[config.mk]
export PLATFORM = sky130hd
export DESIGN_NAME = seq_mul_responder
export DESIGN_NICKNAME = d
export VERILOG_FILES = /design/src/rtl/seq_mul_responder.sv
export SDC_FILE = /design/constraint.sdc
export NUM_CORES = 1
export LEC_CHECK = 0
export BUFFER_PORTS_ARGS = -buffer_cell sky130_fd_sc_hd__buf_2
export CORE_MARGIN = 2
export CORE_UTILIZATION = 50
export CTS_CLUSTER_DIAMETER = 30
export CTS_CLUSTER_SIZE = 24
export DETAILED_ROUTE_END_ITERATION = 10
export PLACE_DENSITY = 0.69
export SYNTH_ARGS = -nofsm -noshare
export SYNTH_HDL_FRONTEND = slang
export SYNTH_SLANG_ARGS = --single-unit
export TNS_END_PERCENT = 5
[constraint.sdc]
create_clock -name clk_i -period 3.1 [get_ports clk_i]
set_clock_uncertainty 0.15 [all_clocks]
set_input_delay 0.465 -clock clk_i [delete_from_list [all_inputs] [get_ports clk_i]]
set_output_delay 0.465 -clock clk_i [all_outputs]
set_load 0.05 [all_outputs]
[src/rtl/seq_mul_responder.sv]
// -----------------------------------------------------------------------------
// seq_mul_responder
//
// Iterative shift-add multiplier used as the responder of a start/done strobe
// handshake. On a start strobe in IDLE the two 2N-bit operands are latched.
// One shift-add step is then performed every CLK_DIV_MULTIPLIER clocks, and the
// low 2N bits of the product are returned together with a one-cycle done
// strobe. The low 2N bits of a two's-complement product do not depend on
// signedness, so the operands are handled as plain bit vectors.
//
// Parameters:
//   N                  base width; operands and product are 2*N bits wide
//   CLK_DIV_MULTIPLIER clock cycles per shift-add step (1 or more)
//
// Ports:
//   clk_i            system clock
//   rst_i            synchronous, active-high reset
//   MUL_Start_STRB_i start request, only sampled in IDLE
//   a_i, b_i         multiplicand / multiplier (2N bits, two's complement)
//   MUL_Done_STRB_o  one-cycle pulse; out_o is valid from this cycle on
//   busy_o           high while a multiplication is in progress
//   out_o            product, held until the next completion or reset
//
// Build option:
//   SEQ_MUL_EARLY_EXIT_EN  when defined, finish as soon as the remaining
//                          multiplier bits are all zero (data-dependent
//                          latency, identical products).
// -----------------------------------------------------------------------------
module seq_mul_responder #(
  parameter int N                  = 41,
  parameter int CLK_DIV_MULTIPLIER = 50
) (
  input  logic           clk_i,
  input  logic           rst_i,
  input  logic           MUL_Start_STRB_i,
  input  logic [2*N-1:0] a_i,
  input  logic [2*N-1:0] b_i,
  output logic           MUL_Done_STRB_o,
  output logic           busy_o,
  output logic [2*N-1:0] out_o
);

  localparam int W      = 2 * N;
  localparam int STEP_W = $clog2(W + 1);
  localparam int DIV_W  = (CLK_DIV_MULTIPLIER > 1) ? $clog2(CLK_DIV_MULTIPLIER) : 1;

  localparam logic [DIV_W-1:0]  DIV_LAST  = DIV_W'(CLK_DIV_MULTIPLIER - 1);
  localparam logic [STEP_W-1:0] STEP_LAST = STEP_W'(W - 1);

  typedef enum logic {
    ST_IDLE = 1'b0,
    ST_CALC = 1'b1
  } state_t;

  state_t              state;
  logic [W-1:0]        a_reg;
  logic [W-1:0]        b_reg;
  logic [W-1:0]        acc;
  logic [STEP_W-1:0]   step_cnt;
  logic [DIV_W-1:0]    div_cnt;

  // Next-step values, shared by the ordinary step and the finishing step so
  // the product written to out_o includes the last partial product.
  logic                step_en;
  logic [W-1:0]        acc_next;
  logic [W-1:0]        b_next;
  logic                last_step;

  assign step_en  = (div_cnt == DIV_LAST);
  assign acc_next = b_reg[0] ? (acc + a_reg) : acc;
  assign b_next   = b_reg >> 1;

`ifdef SEQ_MUL_EARLY_EXIT_EN
  // Once no multiplier bits remain, further steps cannot change acc.
  assign last_step = (step_cnt == STEP_LAST) || (b_next == '0);
`else
  assign last_step = (step_cnt == STEP_LAST);
`endif

  // NOTE: all state is updated with non-blocking assignments so every register
  // samples the pre-edge values, independent of statement order.
  always_ff @(posedge clk_i) begin
    if (rst_i) begin
      state           <= ST_IDLE;
      a_reg           <= '0;
      b_reg           <= '0;
      acc             <= '0;
      step_cnt        <= '0;
      div_cnt         <= '0;
      out_o           <= '0;
      MUL_Done_STRB_o <= 1'b0;
      busy_o          <= 1'b0;
    end else begin
      MUL_Done_STRB_o <= 1'b0;
      unique case (state)
        ST_IDLE: begin
          if (MUL_Start_STRB_i) begin
            a_reg    <= a_i;
            b_reg    <= b_i;
            acc      <= '0;
            step_cnt <= '0;
            div_cnt  <= '0;
            busy_o   <= 1'b1;
            state    <= ST_CALC;
          end
        end
        ST_CALC: begin
          if (!step_en) begin
            div_cnt <= div_cnt + DIV_W'(1);
          end else begin
            div_cnt  <= '0;
            acc      <= acc_next;
            a_reg    <= a_reg << 1;
            b_reg    <= b_next;
            step_cnt <= step_cnt + STEP_W'(1);
            if (last_step) begin
              out_o           <= acc_next;
              MUL_Done_STRB_o <= 1'b1;
              busy_o          <= 1'b0;
              state           <= ST_IDLE;
            end
          end
        end
        default: state <= ST_IDLE;
      endcase
    end
  end

endmodule

* Yosys cells after proc, flatten, opt, wreduce, memory -nomap -nowiden
Index checks and enable logic that the tools add are counted.
** Operators by class
- $add $sub $neg :: 3
- Equality and inequality tests :: 5
- Multiplexer cells :: 25
- Bitwise logic cells :: 2
- Reduce and logical (&&, ||, !) cells :: 4
** Operators with widths (count)
- $mux 82 :: 7
- $pmux 82 s2 :: 3
- $add 82x82->82 :: 1
- $mux 7 :: 2
- $pmux 7 s2 :: 1
- $mux 6 :: 2
- $pmux 6 s2 :: 1
- $add 7x1->7 const B :: 1
- $eq 7x7->1 const B :: 1
- $mux 1 :: 7
- $add 6x1->6 const B :: 1
- $eq 6x6->1 const B :: 1
- $reduce_and 3->1 :: 2
- $ne 2x1->1 const B :: 2
- $pmux 1 s2 :: 2
- $reduce_or 3->1 :: 1
- $ne 2x2->1 const B :: 1
- $not 1->1 :: 2
- $reduce_and 2->1 :: 1
** Storage, ports and cells
- Bits in registers :: 344
- Word-level logic and storage cells :: 48

* Logic depth before layout (Yosys ltp)
Gate-level depths: netlist of run 1.
- Depth after elaboration :: 4
- Gate-level depth with buffers :: 14
- Mapped depth without buffers :: 14

* Least setup slack after synthesis of run 1
OpenSTA, ideal clock, no wires.
- Path kind :: register -> register
- Start point :: register a_reg[0]
- End point :: register acc[80]
- Arrival time :: 3075 ps
- Data required time :: 2829 ps
- Path slack :: -246 ps
- Stages on the path, launching flop included :: 15
- Cells stage by stage :: dfxtp_1 > ha_1 > inv_1 > fa_1 > nand2b_1 > a21oi_2 > o21ba_2 > o2111ai_1 > a2111oi_2 > o211ai_2 > a2111oi_4 > nor3_2 > o41ai_2 > xnor2_1 > o21ai_1
** On the way
- Longest elaborated chain between the ends :: 4
** Ends and longest elaborated chain
- from (decl) :: line 56 : logic [W-1:0] a_reg;
- from (signal assigned) :: line 98 : a_reg <= a_i;
- from (signal assigned) :: line 113 : a_reg <= a_reg << 1;
- $add 82x82->82 :: line 70 : assign acc_next = b_reg[0] ? (acc + a_reg) : acc;
- $mux 82 :: line 70
- $mux 82 :: line 108 : if (!step_en) begin
- $pmux 82 s2 :: line 95 : unique case (state)
- to (signal assigned) :: line 112 : acc <= acc_next;
- to (decl) :: line 58 : logic [W-1:0] acc;
No other way between the ends. The select of a mux whose other input is x is not followed.
A chain may end at the register's enable or synchronous reset.

* Final worst setup path of run 1
- Start point :: register a_reg[0]
- End point :: register out_o[56]
** On the way
- Longest elaborated chain between the ends :: 2
** Ends and longest elaborated chain
- $add 82x82->82 :: line 70
- $mux 82 :: line 70
- to (signal assigned) :: line 117 : out_o <= acc_next;
- to (decl) :: line 40 : output logic [2*N-1:0] out_o
No other way between the ends.

==> impl_metrics.yaml, run 1 <==
timing:
  max_freq_mhz: 289.2
  tightest_slew_ns: 0.8902
  whs_ns: 0.02947
  drv_slew: 0
  fin_tns_setup_ns: -8.045
  fin_crit_sh_pct: 111.5
  finalHoldViolations: 0
  setup_slack_ns: -0.3576
  finalSetupViolations: 47
  slew_headroom_pct: 40.53
  min_period_ns: 3.458
  rsz0062_at_grt: "true"
die:
  die_area_um2: 40530
  core_um2: 38560
  die_h_um: 201.3
  initial_core_util_pct: 50.50
  rows: 72
  die_w_um: 201.3
  ios: 251
routing:
  drtPass1Iterations: 7
  vias: 19670
  drcViolationCount: 0
  viasPerCell: 5.726
  ant_nets: 0
  wirelength_um: 62280
  drtIter0Drc: 1350
  routedWlPerCell_um: 18.13
power:
  power_uw: 16130
  leakage_uw: 0.01186
  vdd_drop_max_mv: 0.4899
  power_density_nw_per_um2: 586.0
worst_setup_path:
  arrival_ns: 3.82
  crit_top_cell: "buf_4"
  cp.required_ns: 3.47
  cp-start-kind: "register"
  r2r_cells: 16
  cp_cell_sequence: "ha_4 > inv_2 > fa_2 > nand2b_4 > a21oi_4 > o21ba_4 > o2111ai_4 > a2111oi_4 > buf_4 > o21bai_4 > a211oi_2 > buf_4 > nor2b_1 > xnor2_1 > nand2_1 > a211oi_1"
  slowest_stage: "a2111oi_4"
  path_max_fanout: 3
  slowest_delay_ns: 0.44
  crit_path_end_kind: "register"
  path_class: "reg2reg"
hold_path:
  min_path_type: "in2reg"
  holdPathStages: 3
yosys:
  synthesis.area_um2: 19470
  synthesis.instances: 2312
  yosysSeqAreaShare_pct: 35.37
  yosys_warnings: 0
  syn-num-nets: 2565
  synthFlopType: "dfxtp_1"
  synth.avg_cell_area_um2: 8.421
  synth_edf_count: 0
  yosys.cell_types.count: 83
  synth-seq-cells: 344
  synthArstFlopShare_pct: 0
clocking:
  clock_path_buffers: 3
  ctsRootBufferMaster: "clkbuf_16"
  cts.reportedPaths.clkPinSlew_ns: 0.05
  cts_tree: "yes"
  clock_sinks: 344
  h-tree-depth: 3
  cts_buffers: 85
  worstSkewPairLatency_ns: 0.62
layout:
  finalNetCount: 3097
  diodes: 0
  final_layout_size_suffix_gt1_share_pct: 33.15
  final_core_util_pct: 71.41
  syn2layout_area_growth_pct: 41.41
global_route:
  use_met3_pct: 5.993
  grt_max_degree: 141
  busiest_layer: "met2"
  grt_pass1_wl_um: 98100
  grtUsageMet1_pct: 39.20
  grt_use_total_pct: 29.52
  grt_overflow: 0
  antenna_found_initial: 1
  grt_pass1_vias: 18850
  gr-usage-met2_pct: 47.51
placed_design:
  dp_hpwl_um: 42960
  place_ws_ns: -0.4629
  place.gp.congestion: 0.9689
  io_buffers: 250
outcome:
  violations: "setup timing"
  status: "complete, but fails checks"
run:
  drv_cap: 0
## layout make-up
class | instances | area [µm²]
clock buffer | 102 | 2333
sequential | 344 | 6914
clock inverter | 58 | 878.3
timing repair buffer | 631 | 4227
multi-input combinational | 1747 | 12400
inverter | 35 | 131.4
fill | 2994 | 11020
tap | 518 | 648.1
## repair_timing
item | 4_1_cts | 5_1_grt
buffers inserted | 6 | 14
pin swaps | 27 | 54
gates resized for setup | 38 | 150
hold endpoints to repair | 1 | 0
endpoints found under the setup margin | 84 | 102
hold buffers | 1 | 0
## cell usage after synthesis, types with 9 or more instances
master	number	area share, %
a211oi_1	222	8.6
a21o_1	40	1.5
a21oi_1	179	4.6
a22o_1	21	0.94
a31oi_1	53	1.7
buf_1	10	0.19
clkbuf_1	133	2.6
clkbuf_8	26	1.8
dfxtp_1	344	35
ha_1	85	5.5
inv_1	35	0.67
mux2i_1	194	10
nand2_1	140	2.7
nand2b_1	9	0.29
nand3_1	28	0.72
nand4_1	38	1.2
nor2_1	377	7.3
nor3_1	27	0.69
o211ai_1	10	0.39
o21a_1	12	0.46
o21ai_0	79	2.0
o21bai_1	24	0.93
o31ai_1	9	0.35
or3_1	10	0.32
xnor2_1	49	2.2
xor2_1	29	1.3
## power by group
group / internal, µW / switching (µW)
Combinational: 704 / 846
Clock: 6840 / 2980
Sequential: 4620 / 146
Total: 12200 / 3970
## cell families after synthesis
logic type | Yosys count | synth area share [%]
flops | 344 | 35.37
buf+inv | 221 | 6.015
compound gates | 711 | 24.50
mux | 194 | 9.974
xor+xnor | 78 | 3.509
simple gates | 678 | 15.07
fa+ha+maj | 86 | 5.565
## final timing paths
check	startpoint	end	slack, ns
max	a_reg[0]	out_o[56]	-0.36
max reg2reg	a_reg[0]	out_o[56]	-0.36
min reg2reg	out_o[1]	out_o[1]	0.30
min	a_i[13]	a_reg[13]	0.03
## through the flow
stage / cell area (µm²) / instances
global placement: 23240 / 3256
floorplan: 19540 / 2312
detailed placement: 23240 / 3256
finish: 27530 / 3435
global route: 27530 / 3435
CTS: 26700 / 3422
## per-layer routing
layer	part of all wire, %	vias to the layer above
li1	-	9539
met5	0.011	-
met3	6.9	153
met4	3.1	2
met1	44	9288
met2	46	686
## worst max-delay path: cells and delay by family, from the launching register on
kind / cells / cell delay (ns)
buffers and inverters: 3 / 0.43
xor gates and xnor gates: 1 / 0.22
adders and majority gates: 2 / 0.49
DFF: 1 / 0.34
and+or+nand+nor: 3 / 0.30
AOI/OAI and AO/OA: 7 / 1.45
## cell usage in the layout, fill, tap and decap left out, drive strengths merged, types with 49 or more instances in the layout
| master | n |
|---|---|
| dfxtp | 344 |
| a21oi | 181 |
| buf | 630 |
| xnor2 | 49 |
| mux2i | 194 |
| o21ai | 87 |
| ha | 85 |
| clkbuf | 102 |
| nor2 | 378 |
| nand2 | 142 |
| a211oi | 223 |
| a31oi | 53 |
No activity file was read; power rests on OpenSTA's default activity.
==> run 2: changes to the inputs <==
--- a/config.mk
+++ b/config.mk
@@ -11,7 +11,7 @@
 export CTS_CLUSTER_DIAMETER = 30
 export CTS_CLUSTER_SIZE = 24
 export DETAILED_ROUTE_END_ITERATION = 10
-export PLACE_DENSITY = 0.69
+export PLACE_DENSITY = 0.67
 export SYNTH_ARGS = -nofsm -noshare
 export SYNTH_HDL_FRONTEND = slang
 export SYNTH_SLANG_ARGS = --single-unit
==> constraint.sdc (replaced) <==
create_clock -name clk_i -period 4 [get_ports clk_i]
set_clock_uncertainty 0.15 [all_clocks]
set_input_delay 0.2 -clock clk_i [delete_from_list [all_inputs] [get_ports clk_i]]
set_output_delay 0.2 -clock clk_i [all_outputs]
set_load 0.05 [all_outputs]
==> run 2 against run 1 <==
The run now ends clean. Critical endpoint is now out_o[71]. Global-route usage shrank 0.41 points. Highest routed layer is now met4. Setup slack better by 0.62 ns. Largest power group unchanged. Die area unchanged. Clock power down 25%.
==> impl_metrics.yaml, run 2 (synthesis results as in run 1) <==
outcome:
  status: "finished, final reports clean"
routing:
  drtPass1Iterations: 5
  drtIter0Drc: 1130
  ant_nets: 0
  wirelength_um: 60390
  routedWlPerCell_um: 18.52
  drcViolationCount: 0
  viasPerCell: 5.762
  vias: 18790
layout:
  multiInputGateArea_um2: 11430
  syn2layout_area_growth_pct: 30.94
  diodes: 0
  nFillCells: 3192
  finalNetCount: 2922
  final_layout_size_suffix_gt1_share_pct: 17.35
  stdcell_area_um2: 25490
  layout_common_cells: "377 x nor2_1, 342 x dfxtp_1, 249 x buf_2"
  final_common_cell: "nor2_1"
  seq_area_um2: 6894
clocking:
  cts_tree: "yes"
  ctsRootBufferMaster: "clkbuf_16"
  cts.reportedPaths.clkPinSlew_ns: 0.05
  postCtsSetupBuffers: 0
  worstSkewPairLatency_ns: 0.60
  cts_buffers: 88
  h-tree-depth: 3
  clock_sinks: 344
  clock_path_buffers: 3
die:
  die_h_um: 201.3
  ios: 251
  rows: 72
  initial_core_util_pct: 50.50
  die_w_um: 201.3
  core_um2: 38560
  die_area_um2: 40530
power:
  power_density_nw_per_um2: 476.8
  power_frac_seq_pct: 30.4
  p_switching_uw: 2960
  power_frac_comb_pct: 9.1
  vdd_drop_max_mv: 0.4461
  swShare_pct: 24.35
  p_int_uw: 9196
  clockPowerShare_pct: 60.4
  leakage_uw: 0.01058
worst_setup_path:
  arrival_ns: 4.09
  path_class: "reg2reg"
  crit_path_end_kind: "register"
  cp-start-kind: "register"
  cp.required_ns: 4.35
  path_max_fanout: 7
timing:
  min_period_ns: 3.733
  tightest_slew_ns: 1.042
  max_freq_mhz: 267.9
  finalHoldViolations: 0
  finalSetupViolations: 0
  slew_headroom_pct: 30.55
  drv_slew: 0
  fin_crit_sh_pct: 93.32
  rsz0062_at_grt: "false"
  fin_tns_setup_ns: 0
  whs_ns: 0.2678
global_route:
  grt_use_total_pct: 29.10
  antenna_found_initial: 0
  grt_pass1_wl_um: 96940
  grt_max_degree: 131
  grt_overflow: 0
  grt_pass1_vias: 18670
placed_design:
  io_buffers: 250
  placed_cell_area_um2: 20700
  dp_hpwl_um: 39600
  place.gp.congestion: 0.9113
hold_path:
  min_path_type: "in2reg"
run:
  drv_cap: 0
[run 2: cell count changes in the layout (fill, tap and decap cells not counted), moves of 11 or more]
| cell | delta |
|---|---|
| a211oi_1 | +12 |
| a211oi_2 | -11 |
| a21oi_1 | +26 |
| a21oi_2 | -23 |
| buf_4 | -337 |
| dfxtp_1 | +14 |
| dfxtp_2 | -13 |
| dlygate4sd3_1 | +165 |
| ha_1 | +21 |
| ha_4 | -17 |
| o21ai_0 | +22 |
| o21ai_1 | -14 |
| xnor2_1 | +15 |
| xnor2_2 | -12 |
[run 2: final cells by class]
cell class / count / area share (%)
well taps: 518 / 2.542
flip-flops and latches: 344 / 27.04
inverters: 35 / 0.5153
repair buffers: 453 / 12.80
clock buffers: 118 / 9.909
clock inverters: 46 / 2.361
multi-input cells: 1747 / 44.83
[run 2: power groups by stage]
stage	Clock (µW)	Sequential [µW]	Combinational, µW
6_report	7350	3700	1110
5_1_grt	7630	3710	1210
4_1_cts	7420	3700	1090
3_5_place_dp	0	3760	955
3_3_place_gp	0	3750	935
2_1_floorplan	0	3710	759
[run 2: timing repair]
item | CTS | global route
hold buffers | 166 | 0
setup endpoints to repair | 0 | 5
hold endpoints to repair | 174 | 0
gates resized for setup | 0 | 1
[run 2: worst paths after layout]
kind,from,end,slack (ns),depth (start not counted)
setup / recovery,a_reg[12],out_o[71],0.27,12
hold / removal,b_i[81],b_reg[81],0.27,4
setup reg to reg,a_reg[12],out_o[71],0.27,12
hold reg to reg,out_o[1],out_o[1],0.30,2
[run 2: critical path, stage by stage (launching register included)]
cell and delay (ns):
dfxtp_1 0.33, ha_1 0.39, o211ai_1 0.17, a21oi_1 0.31
o2111ai_1 0.17, a31oi_1 0.24, a211oi_1 0.18, o31a_1 0.37
o21ai_1 0.21, nand2_1 0.32, o31a_1 0.41, o211a_1 0.22
nor4_1 0.16
[run 2: layer usage]
| metal | track usage, % | vias to the layer above | share of wire (%) |
|---|---|---|---|
| met2 | 48.90 | 554 | 47 |
| met4 | 10.48 | 0 | 3.0 |
| met3 | 5.442 | 127 | 5.4 |
| met5 | 0 | - | 0 |
| met1 | 37.26 | 8905 | 44 |
| li1 | - | 9203 | - |
[run 2: stage by stage]
stage                     setup slack [ns]  total power, µW  util, %  instances
after floorplan                     0.6540             4469        -       2312
after global placement              0.3550             4685    53.70       2931
after detailed placement            0.2872             4712    53.70       2931
after CTS                           0.2220            12210    66.12       3261
after global routing              0.007897            12560    66.12       3261
final                               0.2670            12160    66.12       3261
